**src/rtl/llsc_reservation_ctrl.sv**
```systemverilog
// llsc_reservation_ctrl
// Owns the LL/SC reservation (link bit and link address) for the memory stage.
// It picks the LL/SC from the memory-stage slots, runs the conditional-store
// handshake with the D-cache and reports a one-cycle SC result to the pipeline.
//
// Ports:
//   clk, rst         clock, asynchronous active-high reset
//   ll_valid         per-slot LL valid in memory stage
//   sc_valid         per-slot SC valid in memory stage
//   mem_addr         per-slot physical address (slot i at [i*ADDR_WIDTH +: ADDR_WIDTH])
//   except_valid     exception/flush commit
//   eret_valid       ERET commit
//   snoop_valid      external store/invalidate observed
//   snoop_addr       snooped address
//   dc_req, dc_addr  SC store request and address to the D-cache
//   dc_ack           D-cache accepted the SC store
//   sc_stall         hold the memory stage while an SC store is outstanding
//   sc_result_valid  one-cycle SC completion pulse
//   sc_result        1 = SC succeeded
//   sc_slot          slot of the completing SC
//   ll_bit           CP0 LLbit
//   link_addr        CP0 LLAddr
module llsc_reservation_ctrl #(
  parameter int ISSUE_NUM   = 2,
  parameter int ADDR_WIDTH  = 32,
  parameter int LINE_OFFSET = 4,
  parameter int SLOT_W      = (ISSUE_NUM > 1) ? $clog2(ISSUE_NUM) : 1
) (
  input  logic                            clk,
  input  logic                            rst,
  input  logic [ISSUE_NUM-1:0]            ll_valid,
  input  logic [ISSUE_NUM-1:0]            sc_valid,
  input  logic [ISSUE_NUM*ADDR_WIDTH-1:0] mem_addr,
  input  logic                            except_valid,
  input  logic                            eret_valid,
  input  logic                            snoop_valid,
  input  logic [ADDR_WIDTH-1:0]           snoop_addr,
  output logic                            dc_req,
  output logic [ADDR_WIDTH-1:0]           dc_addr,
  input  logic                            dc_ack,
  output logic                            sc_stall,
  output logic                            sc_result_valid,
  output logic                            sc_result,
  output logic [SLOT_W-1:0]               sc_slot,
  output logic                            ll_bit,
  output logic [ADDR_WIDTH-1:0]           link_addr
);

  typedef enum logic [1:0] {
    IDLE,
    LINKED,
    SC_ISSUE
  } state_t;

  state_t                  state;
  state_t                  state_next;
  logic [SLOT_W-1:0]       pend_slot;
  logic [SLOT_W-1:0]       pend_slot_next;
  logic [ADDR_WIDTH-1:0]   link_addr_next;
  logic [ADDR_WIDTH-1:0]   dc_addr_next;
  logic                    res_valid_next;
  logic                    res_next;
  logic [SLOT_W-1:0]       res_slot_next;

  logic                    op_found;
  logic                    op_is_ll;
  logic [SLOT_W-1:0]       op_slot;
  logic [ADDR_WIDTH-1:0]   op_addr;
  logic                    snoop_hit;
  logic                    op_hit;

  function automatic logic granule_match(input logic [ADDR_WIDTH-1:0] a,
                                         input logic [ADDR_WIDTH-1:0] b);
    return a[ADDR_WIDTH-1:LINE_OFFSET] == b[ADDR_WIDTH-1:LINE_OFFSET];
  endfunction

  // Slot select: scan from the top down so the lowest active slot is the
  // last one written and therefore wins if issue ever sends more than one.
  // Within a slot an LL takes precedence over an SC.
  always_comb begin
    op_found = 1'b0;
    op_is_ll = 1'b0;
    op_slot  = '0;
    op_addr  = '0;
    for (int i = ISSUE_NUM - 1; i >= 0; i--) begin
      if (ll_valid[i] || sc_valid[i]) begin
        op_found = 1'b1;
        op_is_ll = ll_valid[i];
        op_slot  = SLOT_W'(i);
        op_addr  = mem_addr[i*ADDR_WIDTH +: ADDR_WIDTH];
      end
    end
  end

  assign snoop_hit = snoop_valid && granule_match(snoop_addr, link_addr);
  assign op_hit    = granule_match(op_addr, link_addr);

  // Next-state logic. Result fields hold their value between pulses; only
  // the valid bit is defaulted low so every pulse lasts exactly one cycle.
  // Exceptions/ERETs flush whatever memory op shares their cycle. Once an SC
  // is outstanding the memory stage is stalled, so slot inputs are ignored,
  // and a D-cache ack always beats a snoop or exception in the same cycle.
  always_comb begin
    state_next     = state;
    link_addr_next = link_addr;
    dc_addr_next   = dc_addr;
    pend_slot_next = pend_slot;
    res_valid_next = 1'b0;
    res_next       = sc_result;
    res_slot_next  = sc_slot;
    case (state)
      IDLE: begin
        if (except_valid || eret_valid) begin
          state_next = IDLE;
        end else if (op_found && op_is_ll) begin
          link_addr_next = op_addr;
          state_next     = LINKED;
        end else if (op_found) begin
          res_valid_next = 1'b1;
          res_next       = 1'b0;
          res_slot_next  = op_slot;
        end
      end
      LINKED: begin
        if (except_valid || eret_valid) begin
          state_next = IDLE;
        end else if (snoop_hit) begin
          // A snoop on the reserved granule kills the link and any SC racing it.
          state_next = IDLE;
          if (op_found && !op_is_ll) begin
            res_valid_next = 1'b1;
            res_next       = 1'b0;
            res_slot_next  = op_slot;
          end
        end else if (op_found && op_is_ll) begin
          link_addr_next = op_addr;
        end else if (op_found) begin
          if (op_hit) begin
            state_next     = SC_ISSUE;
            dc_addr_next   = op_addr;
            pend_slot_next = op_slot;
          end else begin
            state_next     = IDLE;
            res_valid_next = 1'b1;
            res_next       = 1'b0;
            res_slot_next  = op_slot;
          end
        end
      end
      SC_ISSUE: begin
        if (dc_ack) begin
          state_next     = IDLE;
          res_valid_next = 1'b1;
          res_next       = 1'b1;
          res_slot_next  = pend_slot;
        end else if (except_valid) begin
          state_next = IDLE;
        end else if (snoop_hit) begin
          state_next     = IDLE;
          res_valid_next = 1'b1;
          res_next       = 1'b0;
          res_slot_next  = pend_slot;
        end
      end
      default: begin
        state_next = IDLE;
      end
    endcase
  end

  // State and output registers; dc_req/sc_stall/ll_bit are registered decodes
  // of the next state so they clear together with the state on reset.
  always_ff @(posedge clk or posedge rst) begin
    if (rst) begin
      state           <= IDLE;
      pend_slot       <= '0;
      link_addr       <= '0;
      dc_addr         <= '0;
      dc_req          <= 1'b0;
      sc_stall        <= 1'b0;
      ll_bit          <= 1'b0;
      sc_result_valid <= 1'b0;
      sc_result       <= 1'b0;
      sc_slot         <= '0;
    end else begin
      state           <= state_next;
      pend_slot       <= pend_slot_next;
      link_addr       <= link_addr_next;
      dc_addr         <= dc_addr_next;
      dc_req          <= (state_next == SC_ISSUE);
      sc_stall        <= (state_next == SC_ISSUE);
      ll_bit          <= (state_next != IDLE);
      sc_result_valid <= res_valid_next;
      sc_result       <= res_next;
      sc_slot         <= res_slot_next;
    end
  end

endmodule
```
**config.mk**
```make
export PLATFORM = sky130hd
export DESIGN_NAME = llsc_reservation_ctrl
export DESIGN_NICKNAME = d
export VERILOG_FILES = /design/src/rtl/llsc_reservation_ctrl.sv
export SDC_FILE = /design/constraint.sdc
export NUM_CORES = 1
export LEC_CHECK = 0
export BUFFER_PORTS_ARGS = -buffer_cell sky130_fd_sc_hd__buf_2
export CAP_MARGIN = 20
export CORE_UTILIZATION = 51
export CTS_CLUSTER_DIAMETER = 50
export CTS_CLUSTER_SIZE = 10
export DETAILED_ROUTE_END_ITERATION = 6
export PLACE_DENSITY = 0.82
export SLEW_MARGIN = 5
export SYNTH_ARGS = -nofsm -noshare
export SYNTH_HDL_FRONTEND = slang
export SYNTH_SLANG_ARGS = --single-unit
```
**constraint.sdc**
```tcl
create_clock -name clk -period 3.4 [get_ports clk]
set_clock_uncertainty 0.15 [all_clocks]
set_input_delay 0.51 -clock clk [delete_from_list [all_inputs] [get_ports clk]]
set_output_delay 0.51 -clock clk [all_outputs]
set_load 0.03 [all_outputs]
```
==> summary.log, run 1 <==
qor: routing.dr_total_vias 4804
qor: synth.syn-mean-instance-area 9.77 µm²
qor: cts.cts_inserted_buffers 9
qor: critical_path.crit_fanout 16
qor: cts.cts_root_buf clkbuf_8
qor: die.chipWidth 100 µm
qor: routing.drt-total-wl 16.4 mm
qor: cts.ctsLongestPathBuffers 2
qor: synth.post_synthesis_instance_area 4900 µm²
qor: sta.maximum_operating_frequency 332 MHz
qor: sta.slew_viol_final 0
qor: critical_path.worst-endpoint-required 3.49 ns
qor: min_path.hp-class in2async
qor: synth.main_combinational_cell_family_by_area_after_synthesis compound AO/OA/AOI/OAI gates
qor: routing.ant_nets_after_route 0
qor: die.start_util 52.8%
qor: global_routing.grt_util_met3 6.41%
qor: power.power.share.sequential 36.4%
qor: global_routing.antenna_found_initial 0
qor: synth.synth-edff-count 0
qor: power.cellPowerDensity 502 nW/µm²
qor: cts.hold_buffers 0
qor: global_routing.grt_max_degree 36
qor: cts.clk_transition_reported_paths 0.08 ns
qor: finish.num_antenna_cells 0
qor: synth.netlist-cell-type-count 65
qor: synth.postSynthRegisterBits 72
qor: critical_path.critPathSlowestCell dfrtp_1
qor: die.die_area 10000 µm²
qor: routing.dr_pass1_iterations 6
qor: die.num_rows 35
qor: global_routing.use_met1 45.3%
qor: finish.syn2layout_area_growth 26.6%
qor: sta.finalHoldViolations 0
qor: synth.syn_nets 612
qor: synth.ys_top_cells_by_area dfrtp_1, mux2_4, mux2_2
qor: place.gpl.final_weighted_congestion 0.968
qor: critical_path.end_kind register
qor: sta.slew-limit-headroom 32.6%
qor: place.place.detailed.instances 796
qor: global_routing.wire_length_of_the_first_global_routing_pass 25.7 mm
qor: global_routing.grt_most_used_layer met2
qor: die.floorplan.die.height 100 µm
qor: finish.drive_gt1_share 41.0%
qor: routing.drt_drc_violations_left 0
qor: critical_path.critical_path.cell_chain nor2b_1 -> a2111oi_0 -> nand4_1 -> a21oi_1 -> nor4b_4 -> and4_2 -> buf_12 -> mux2_2
qor: routing.routedWlPerCell 20.2 µm
qor: synth.yosys.area_share.xor_xnor 7.50%
qor: finish.mostFrequentLayoutCells buf_2, dfrtp_1, o21ai_0
qor: synth.main_synth_ff_type dfrtp_1
qor: cts.cts_num_sinks 72
qor: synth.yosysWarningCount 0
qor: cts.number_of_setup_buffers_added_after_cts 0
qor: place.detailed_place_hpwl 12.6 mm
qor: flow_run.maxCapViolations 0
qor: power.total_power 3.11 mW
qor: finish.final_nets 788
qor: routing.vias_per_cell 5.92
qor: place.placement.io_buffers 171
qor: cts.cts_htree_levels 3
qor: critical_path.crit_path_launch_type register
qor: synth.simple_gate_portion_of_the_synthesized_area 14.4%
qor: critical_path.timing.critical_path.arrival 3.10 ns
qor: sta.worst_max_slew_pin_slew 1.01 ns
qor: sta.rsz0062_at_grt false
qor: global_routing.overflow 0
qor: critical_path.timing.critical_path.slowest_cell_delay 0.50 ns
qor: routing.drtIter0Drc 389
qor: die.pin_count 176
qor: synth.synth_largest_type_area_fraction 36.8%
qor: sta.post-route-min-period 3.01 ns
qor: status.status finished clean
qor: power.power_switching_share 39.2%
qor: finish.layoutNonFillerInstCount 812
qor: cts.clock_insertion_delay_worst_skew 0.37 ns
qor: power.clk_pwr_share 28.2%
qor: synth.synth-compound-area-share 17.7%
qor: finish.layout.cells.most_common buf_2
qor: global_routing.global_route.usage.met2 55.8%
qor: critical_path.type_of_the_worst_setup_path reg2reg
qor: global_routing.grtUsageTotal 34.1%
qor: synth.post-synth-top-area-cell dfrtp_1
qor: synth.synth-seq-area-share 36.8%
qor: sta.totalNegativeSetupSlack 0 ns
qor: global_routing.first_global_vias 4844
qor: cts.post_cts.resized_instances 0
qor: power.internal_power 1.89 mW
qor: sta.setup-violations-final 0
qor: sta.fin_crit_sh 88.5%
qor: power.p_leak 3.02 nW
qor: power.combPwrFrac 35.4%
qor: synth.muxShareOfSynthArea 15.7%
qor: synth.async_reset_ff_share 100%
qor: cts.tritoncts_clock_tree done
qor: synth.netlist_instances 502
qor: power.p_switching 1.22 mW
qor: power.worst_ir_drop_vdd 341 µV
qor: die.core_area 9280 µm²
qor: synth.adder_and_majority_cell_fraction_of_the_synthesized_area 1.02%
-- metrics by stage --
| step | hold WS (ns) | util [%] | setup WS, ns | instance area [µm²] |
|---|---|---|---|---|
| 5_1_grt | 0.0951 | 66.9 | 0.164 | 6210 |
| 3_5_place_dp | 0.336 | 64.2 | 0.204 | 5960 |
| 6_report | 0.0451 | 66.9 | 0.392 | 6210 |
| 4_1_cts | 0.0622 | 66.9 | 0.411 | 6210 |
| 3_3_place_gp | 0.336 | 64.2 | 0.221 | 5960 |
| 2_1_floorplan | 0.331 | - | 0.512 | 4900 |
-- sequential cells by signal, summed over array words and instances (netlist names) --
register and flops:
dc_addr 32, link_addr 32, state 2, ll_bit 1, pend_slot 1, sc_result 1
sc_result_valid 1, sc_slot 1, sc_stall 1
-- synth_stat cells (3+ instances only) --
| cell | number |
|---|---|
| or2_2 | 3 |
| xor2_1 | 18 |
| dfrtp_1 | 72 |
| o21ai_0 | 49 |
| a22o_1 | 7 |
| buf_6 | 3 |
| a222oi_1 | 4 |
| nor3_1 | 3 |
| nand4_1 | 11 |
| nor4_1 | 7 |
| xnor2_1 | 24 |
| a21oi_1 | 14 |
| mux2i_1 | 7 |
| nand2_1 | 40 |
| o22ai_1 | 4 |
| nand3_1 | 11 |
| nand2b_1 | 4 |
| ha_1 | 4 |
| clkbuf_1 | 11 |
| buf_2 | 8 |
| nor2b_1 | 19 |
| a31oi_1 | 6 |
| mux2_2 | 30 |
| and4_1 | 3 |
| and3_1 | 3 |
| nor2_1 | 16 |
| a22oi_1 | 6 |
| a2111oi_0 | 4 |
| buf_12 | 3 |
| a221oi_1 | 3 |
| inv_1 | 35 |
| mux2_4 | 24 |
-- logic make-up after synthesis --
logic type / Yosys count
xor gates and xnor gates: 42
buffers and inverters: 64
muxes: 61
and+or+nand+nor: 132
AOI/OAI and AO/OA: 127
DFF: 72
adders and majority gates: 4
-- power groups by stage --
stage | registers [mW] | clock network [mW] | logic (mW)
finish | 1.13 | 0.879 | 1.10
global route | 1.15 | 0.916 | 1.18
CTS | 1.13 | 0.884 | 1.09
detailed placement | 1.14 | 0 | 1.08
global placement | 1.14 | 0 | 1.07
floorplan | 1.29 | 0 | 0.504
-- layout make-up --
cell class / instances / area, µm²
Multi-Input combinational cell: 366 / 2780
Inverter: 35 / 131
Timing Repair Buffer: 194 / 1080
Clock inverter: 6 / 115
Sequential cell: 72 / 1800
Clock buffer: 10 / 138
Tap cell: 129 / 161
Fill cell: 775 / 3080
-- metal layers --
| layer | part of all wire [%] | wire length [µm] | up-vias |
|---|---|---|---|
| met5 | 0 | 0 | - |
| met4 | 2.8 | 459 | 0 |
| met3 | 8.8 | 1450 | 33 |
| met2 | 47 | 7690 | 311 |
| met1 | 42 | 6810 | 2299 |
| li1 | - | - | 2161 |
-- worst paths after layout --
| path | from | to | slack (ns) | cells past startpoint |
|---|---|---|---|---|
| min in group clk | dc_ack | sc_result | 0.26 | 3 |
| setup / recovery | link_addr[30] | dc_addr[15] | 0.39 | 8 |
| max in group asynchronous | rst | link_addr[13] | 2.30 | 3 |
| setup reg to reg | link_addr[30] | dc_addr[15] | 0.39 | 8 |
| hold reg to reg | dc_addr[27] | dc_addr[27] | 0.36 | 1 |
| hold / removal | rst | dc_addr[25] | 0.05 | 2 |
-- critical path: cells and delay by family (launching register included) --
kind,cells,cell delay (ns)
AO/OA/AOI/OAI,2,0.71
buffers and inverters,1,0.19
flip-flops,1,0.50
multiplexers,1,0.35
AND/OR/NAND/NOR,4,0.97
Note: power is estimated with default switching activity, not from simulation.
==> inputs of run 2 (changes only) <==
- PLACE_DENSITY: 0.82 -> 0.78
- SLEW_MARGIN: 5 -> 20
==> summary.log, run 2 (same netlist as run 1, synthesis figures left out) <==
qor: routing.dr_pass1_iterations 5 [-1]
qor: die.start_util 52.8% [unchanged]
qor: sta.post-route-min-period 2.94 ns [-0.0655 ns]
qor: critical_path.worst-r2r-setup-slack 0.46 ns [+0.07 ns]
qor: sta.maximum_operating_frequency 340 MHz [+2.2%]
qor: place.place.detailed.instances 801 [+0.63%]
qor: finish.layoutNonFillerInstCount 819 [+0.86%]
qor: routing.drt-total-wl 16.5 mm [+0.28%]
qor: cts.cts_inserted_buffers 9 [unchanged]
qor: finish.final_nets 795 [+0.89%]
qor: die.floorplan.die.height 100 µm [unchanged]
qor: routing.drt_drc_violations_left 0 [unchanged]
qor: routing.ant_nets_after_route 0 [unchanged]
qor: sta.setup-violations-final 0 [unchanged]
qor: power.worst_ir_drop_vdd 325 µV [-4.9%]
qor: die.pin_count 176 [unchanged]
qor: finish.syn2layout_area_growth 27.0%
qor: routing.drtIter0Drc 354 [-9.0%]
qor: sta.worst_max_slew_pin_slew 0.508 ns [-0.502 ns]
qor: global_routing.antenna_found_initial 0 [unchanged]
qor: critical_path.worst_path_dominant_cell_family simple AND/OR/NAND/NOR gates
qor: critical_path.type_of_the_worst_setup_path reg2reg
qor: global_routing.first_global_vias 4786 [-1.2%]
qor: finish.drive_gt1_share 41.4% [+0.45 points]
qor: status.status finished clean
qor: critical_path.crit_fanout 17 [+1]
qor: die.die_area 10000 µm² [unchanged]
qor: finish.num_antenna_cells 0 [unchanged]
qor: flow_run.maxCapViolations 0 [unchanged]
qor: critical_path.critPathSlowestCell dfrtp_1
qor: sta.totalNegativeSetupSlack 0 ns [unchanged]
qor: routing.routedWlPerCell 20.1 µm [-0.58%]
qor: finish.largestRegisters dc_addr x32, link_addr x32, state x2
qor: finish.layout.cells.most_common buf_2
qor: critical_path.timing.critical_path.arrival 3.04 ns [-0.06 ns]
qor: place.post-place-ws 0.183 ns [-0.0205 ns]
qor: critical_path.timing.critical_path.slowest_cell_delay 0.49 ns [about the same]
qor: min_path.holdCritStartpoint dc_ack
qor: global_routing.overflow 0 [unchanged]
qor: min_path.timing.hold.worst_endpoint sc_result
qor: place.detailed_place_hpwl 12.6 mm [about the same]
qor: min_path.hp-class in2reg
qor: place.gpl.final_weighted_congestion 1.00 [+3.8%]
qor: die.chipWidth 100 µm [unchanged]
qor: cts.ctsLongestPathBuffers 2 [unchanged]
qor: cts.cts_num_sinks 72 [unchanged]
qor: die.num_rows 35 [unchanged]
qor: power.p_leak 3.04 nW [+0.51%]
qor: sta.slew_viol_final 0 [unchanged]
qor: min_path.min_path_cells 3
qor: cts.tritoncts_clock_tree done
qor: critical_path.timing.critical_path.depth 8 [unchanged]
qor: sta.finalHoldViolations 0 [unchanged]
qor: critical_path.end_kind register
qor: global_routing.grtUsageTotal 33.3% [-0.86 points]
qor: sta.fin_crit_sh 86.6% [-1.9 points]
qor: cts.post_cts.resized_instances 0 [unchanged]
qor: routing.vias_per_cell 5.98 [+1.1%]
qor: cts.cts_htree_levels 3 [unchanged]
qor: cts.clk_transition_reported_paths 0.08 ns [about the same]
qor: global_routing.grt_max_degree 57 [+58%]
qor: sta.slew-limit-headroom 66.0% [+33 points]
qor: power.cellPowerDensity 476 nW/µm² [-5.1%]
qor: cts.number_of_setup_buffers_added_after_cts 0 [unchanged]
qor: cts.clock_insertion_delay_worst_skew 0.36 ns [about the same]
qor: power.total_power 2.96 mW [-4.9%]
qor: sta.fin_hold_ws 0.279 ns [+0.234 ns]
qor: die.core_area 9280 µm² [unchanged]
qor: sta.final_critical_path_setup_slack 0.457 ns [+0.0655 ns]
qor: place.placement.io_buffers 171 [unchanged]
qor: critical_path.worst-endpoint-required 3.50 ns [about the same]
qor: critical_path.critical_path.cell_chain nor2b_1 -> a2111oi_0 -> nand4_1 -> a21oi_1 -> nor4b_4 -> and4_2 -> buf_12 -> mux2_4
qor: routing.dr_total_vias 4898 [+2.0%]
qor: critical_path.critical_path.reg2reg.startpoint link_addr[22]
qor: critical_path.crit_path_launch_type register
qor: critical_path.crit-reg2reg-capture dc_addr[27]
qor: finish.mostFrequentLayoutCells buf_2, dfrtp_1, o21ai_0
qor: critical_path.reg2reg_depth 8 [unchanged]
qor: sta.rsz0062_at_grt false
qor: global_routing.wire_length_of_the_first_global_routing_pass 25.1 mm [-2.5%]
qor: critical_path.timing.critical_path.buf_inv 1 [unchanged]
qor: cts.cts_root_buf clkbuf_8
run 2: cell count changes in the layout (fill, tap and decap cells not counted), sizes merged:
cell,before,now
clkinvlp,1,2
buf,194,200
bufinv,3,1
dlygate4sd3,0,1
clkinv,1,2
run 2: stage by stage:
stage | instance area (µm²) | util (%)
floorplan | 4900 | -
global placement | 5980 | 64.4
detailed placement | 5980 | 64.4
CTS | 6200 | 66.7
global route | 6220 | 67.0
finish | 6220 | 67.0
run 2: how the worst max path moves through the flow:
stage                             start     endpoint  slack, ns
final                     link_addr[22]  dc_addr[27]       0.46
after global routing      link_addr[22]  dc_addr[14]       0.30
after global placement      ll_valid[1]  dc_addr[15]       0.22
after CTS                 link_addr[22]  dc_addr[15]       0.46
after detailed placement    ll_valid[1]  dc_addr[15]       0.18
after floorplan            link_addr[7]   dc_addr[0]       0.51
run 2: what timing repair did:
action                                  CTS  global route
endpoints found under the setup margin    0             0
hold endpoints to repair                 15             0
hold buffers                              1             0
run 2: area by class of cell:
| type | instances | area [µm²] |
|---|---|---|
| clock inverter | 6 | 67.6 |
| inverter | 35 | 131 |
| timing repair buffer | 201 | 1140 |
| multi-input combinational | 366 | 2780 |
| tap | 129 | 161 |
| fill | 817 | 3060 |
| clock buffer | 10 | 138 |
| sequential | 72 | 1800 |
run 2: worst min-delay path, stage by stage:
cell,delay [ns]
buf_2,0.12
nand2_1,0.06
mux2i_1,0.06
run 2: metal layers:
| metal | part of all wire, % | vias to the layer above | global-route usage [%] | routed length (µm) |
|---|---|---|---|---|
| li1 | - | 2175 | - | - |
| met3 | 9.1 | 41 | 5.22 | 1490 |
| met1 | 41 | 2351 | 45.1 | 6830 |
| met2 | 46 | 331 | 52.8 | 7610 |
| met4 | 3.3 | 0 | 14.9 | 536 |
| met5 | 0 | - | 0 | 0 |
run 2: where the power goes:
group	leakage (nW)	total [mW]	switching, mW	internal, mW
clock network	0.0989	0.724	0.363	0.361
logic	2.02	1.11	0.677	0.431
registers	0.916	1.13	0.176	0.954
==> inputs of run 3 (changes only) <==
- BUFFER_PORTS_ARGS: -buffer_cell sky130_fd_sc_hd__buf_2 -> -buffer_cell sky130_fd_sc_hd__buf_4
- REMOVE_ABC_BUFFERS: not set -> 1
==> summary.log, run 3 (same netlist as run 1, synthesis figures left out) <==
qor: power.internal_power 1.81 mW [+3.4%]
qor: finish.final_nets 784 [-1.4%]
qor: die.pin_count 176 [unchanged]
qor: power.clk_pwr_share 23.4% [-1.1 points]
qor: finish.multi_input_comb_area 2780 µm² [unchanged]
qor: sta.maximum_operating_frequency 336 MHz [-1.0%]
qor: die.chipWidth 100 µm [unchanged]
qor: cts.post_cts.resized_instances 0 [unchanged]
qor: cts.cts_inserted_buffers 9 [unchanged]
qor: power.total_power 2.99 mW [+0.89%]
qor: cts.tritoncts_clock_tree done
qor: finish.layout.cells.most_common buf_4
qor: cts.number_of_setup_buffers_added_after_cts 0 [unchanged]
qor: global_routing.grtUsageTotal 32.7% [-0.56 points]
qor: sta.finalHoldViolations 0 [unchanged]
qor: status.status finished clean
qor: critical_path.critical_path.cell_chain buf_4 -> or2_1 -> buf_4 -> a31oi_4 -> xnor2_1 -> a2111oi_1 -> and4_1 -> and4_2 -> buf_12 -> mux2_2
qor: critical_path.critPathSlowestCell or2_1
qor: die.floorplan.die.height 100 µm [unchanged]
qor: global_routing.antenna_found_initial 0 [unchanged]
qor: min_path.hp-class in2async
qor: power.p_leak 3.10 nW [+2.0%]
qor: finish.stdcell_area 6560 µm² [+5.3%]
qor: finish.syn2layout_area_growth 33.7%
qor: power.combPwrFrac 38.5% [+1.1 points]
qor: critical_path.type_of_the_worst_setup_path in2reg
qor: global_routing.wire_length_of_the_first_global_routing_pass 25.0 mm [-0.14%]
qor: critical_path.timing.critical_path.slowest_cell_delay 0.39 ns [-0.10 ns]
qor: critical_path.worst_path_dominant_cell_family simple AND/OR/NAND/NOR gates
qor: sta.fin_crit_sh 87.5% [+0.90 points]
qor: finish.num_antenna_cells 0 [unchanged]
qor: sta.setup-violations-final 0 [unchanged]
qor: place.post-place-ws 0.116 ns [-0.0667 ns]
qor: critical_path.crit_path_launch_type input port
qor: power.power.share.sequential 38.1% [about the same]
qor: cts.cts_htree_levels 3 [unchanged]
qor: sta.post-route-min-period 2.97 ns [+0.0306 ns]
qor: power.cellPowerDensity 456 nW/µm² [-4.2%]
qor: sta.worst_max_slew_pin_slew 0.794 ns [+0.286 ns]
qor: sta.fin_hold_ws 0.138 ns [-0.142 ns]
qor: sta.rsz0062_at_grt false
qor: die.core_area 9280 µm² [unchanged]
qor: global_routing.first_global_vias 4769 [-0.36%]
qor: sta.final_critical_path_setup_slack 0.426 ns [-0.0306 ns]
qor: global_routing.grt_max_degree 39 [-32%]
qor: die.start_util 52.8% [unchanged]
qor: place.placement.io_buffers 171 [unchanged]
qor: critical_path.timing.critical_path.buf_inv 3 [+2]
qor: finish.largestRegisters dc_addr x32, link_addr x32, state x2
qor: power.worst_ir_drop_vdd 332 µV [+2.2%]
qor: cts.ctsLongestPathBuffers 2 [unchanged]
qor: critical_path.worst-endpoint-required 3.50 ns [about the same]
qor: power.p_switching 1.18 mW [-2.7%]
qor: routing.routedWlPerCell 19.8 µm [-1.7%]
qor: finish.seqCellArea 1800 µm² [unchanged]
qor: critical_path.crit_fanout 19 [+2]
qor: die.num_rows 35 [unchanged]
qor: routing.drtIter0Drc 426 [+20%]
qor: routing.vias_per_cell 5.88 [-1.6%]
qor: critical_path.end_kind register
qor: finish.fillCellCount 754 [-7.7%]
qor: flow_run.maxCapViolations 0 [unchanged]
qor: place.dpl_cell_area 6360 µm² [+6.4%]
qor: routing.dr_total_vias 4749 [-3.0%]
qor: cts.cts_num_sinks 72 [unchanged]
qor: global_routing.overflow 0 [unchanged]
qor: finish.fin_util 70.6% [+3.6 points]
qor: finish.mostFrequentLayoutCells buf_4, dfrtp_1, o21ai_0
qor: routing.dr_pass1_iterations 6 [+1]
qor: routing.drt-total-wl 15.9 mm [-3.2%]
qor: cts.hold_buffers 0 [-1]
qor: place.detailed_place_hpwl 12.5 mm [-1.1%]
qor: sta.slew_viol_final 0 [unchanged]
qor: place.gpl.final_weighted_congestion 0.936 [-6.8%]
qor: critical_path.critical_path.most_common_cell buf_4
qor: cts.clk_transition_reported_paths 0.08 ns [about the same]
qor: critical_path.timing.critical_path.arrival 3.07 ns [+0.03 ns]
qor: routing.ant_nets_after_route 0 [unchanged]
qor: die.die_area 10000 µm² [unchanged]
qor: routing.drt_drc_violations_left 0 [unchanged]
qor: power.power_switching_share 39.6% [-1.5 points]
qor: finish.drive_gt1_share 40.6% [-0.89 points]
qor: cts.clock_insertion_delay_worst_skew 0.37 ns [about the same]
qor: cts.cts_root_buf clkbuf_8
qor: sta.slew-limit-headroom 47.0% [-19 points]
==> run 3: area by class of cell <==
type | count | area share, %
clock buffer | 10 | 2.10
clock inverter | 5 | 0.859
inverter | 35 | 2.00
multi-input combinational | 366 | 42.5
sequential | 72 | 27.5
tap | 129 | 2.46
timing repair buffer | 190 | 22.6
==> run 3: power by group through the flow <==
stage / Combinational [mW] / Clock, mW / Sequential, mW
after detailed placement: 1.13 / 0 / 1.15
after floorplan: 0.472 / 0 / 1.30
final: 1.15 / 0.700 / 1.14
after global placement: 1.11 / 0 / 1.14
after global routing: 1.22 / 0.736 / 1.16
after CTS: 1.13 / 0.706 / 1.13
==> run 3: stage by stage <==
stage / setup TNS, ns / cells
after floorplan: -27.56 / 473
after global placement: 0 / 791
after detailed placement: 0 / 792
after CTS: 0 / 807
after global routing: 0 / 807
final: 0 / 807
==> run 3: worst paths after layout <==
kind	end	slack, ns	cells past startpoint	from
min in group clk	sc_result	0.25	3	dc_ack
max in group asynchronous	dc_addr[14]	2.26	3	rst
worst min register to register	pend_slot	0.37	1	pend_slot
worst min-delay path	link_addr[15]	0.14	2	rst
worst max register to register	dc_addr[14]	0.43	8	link_addr[17]
worst max-delay path	dc_addr[14]	0.43	10	ll_valid[1]
==> run 3: per-layer routing <==
layer	share of wire, %	up-vias	GRT usage, %
li1	-	2151	-
met1	41	2265	43.3
met2	47	286	53.6
met3	8.2	47	5.50
met4	3.3	0	13.3
met5	0	-	0
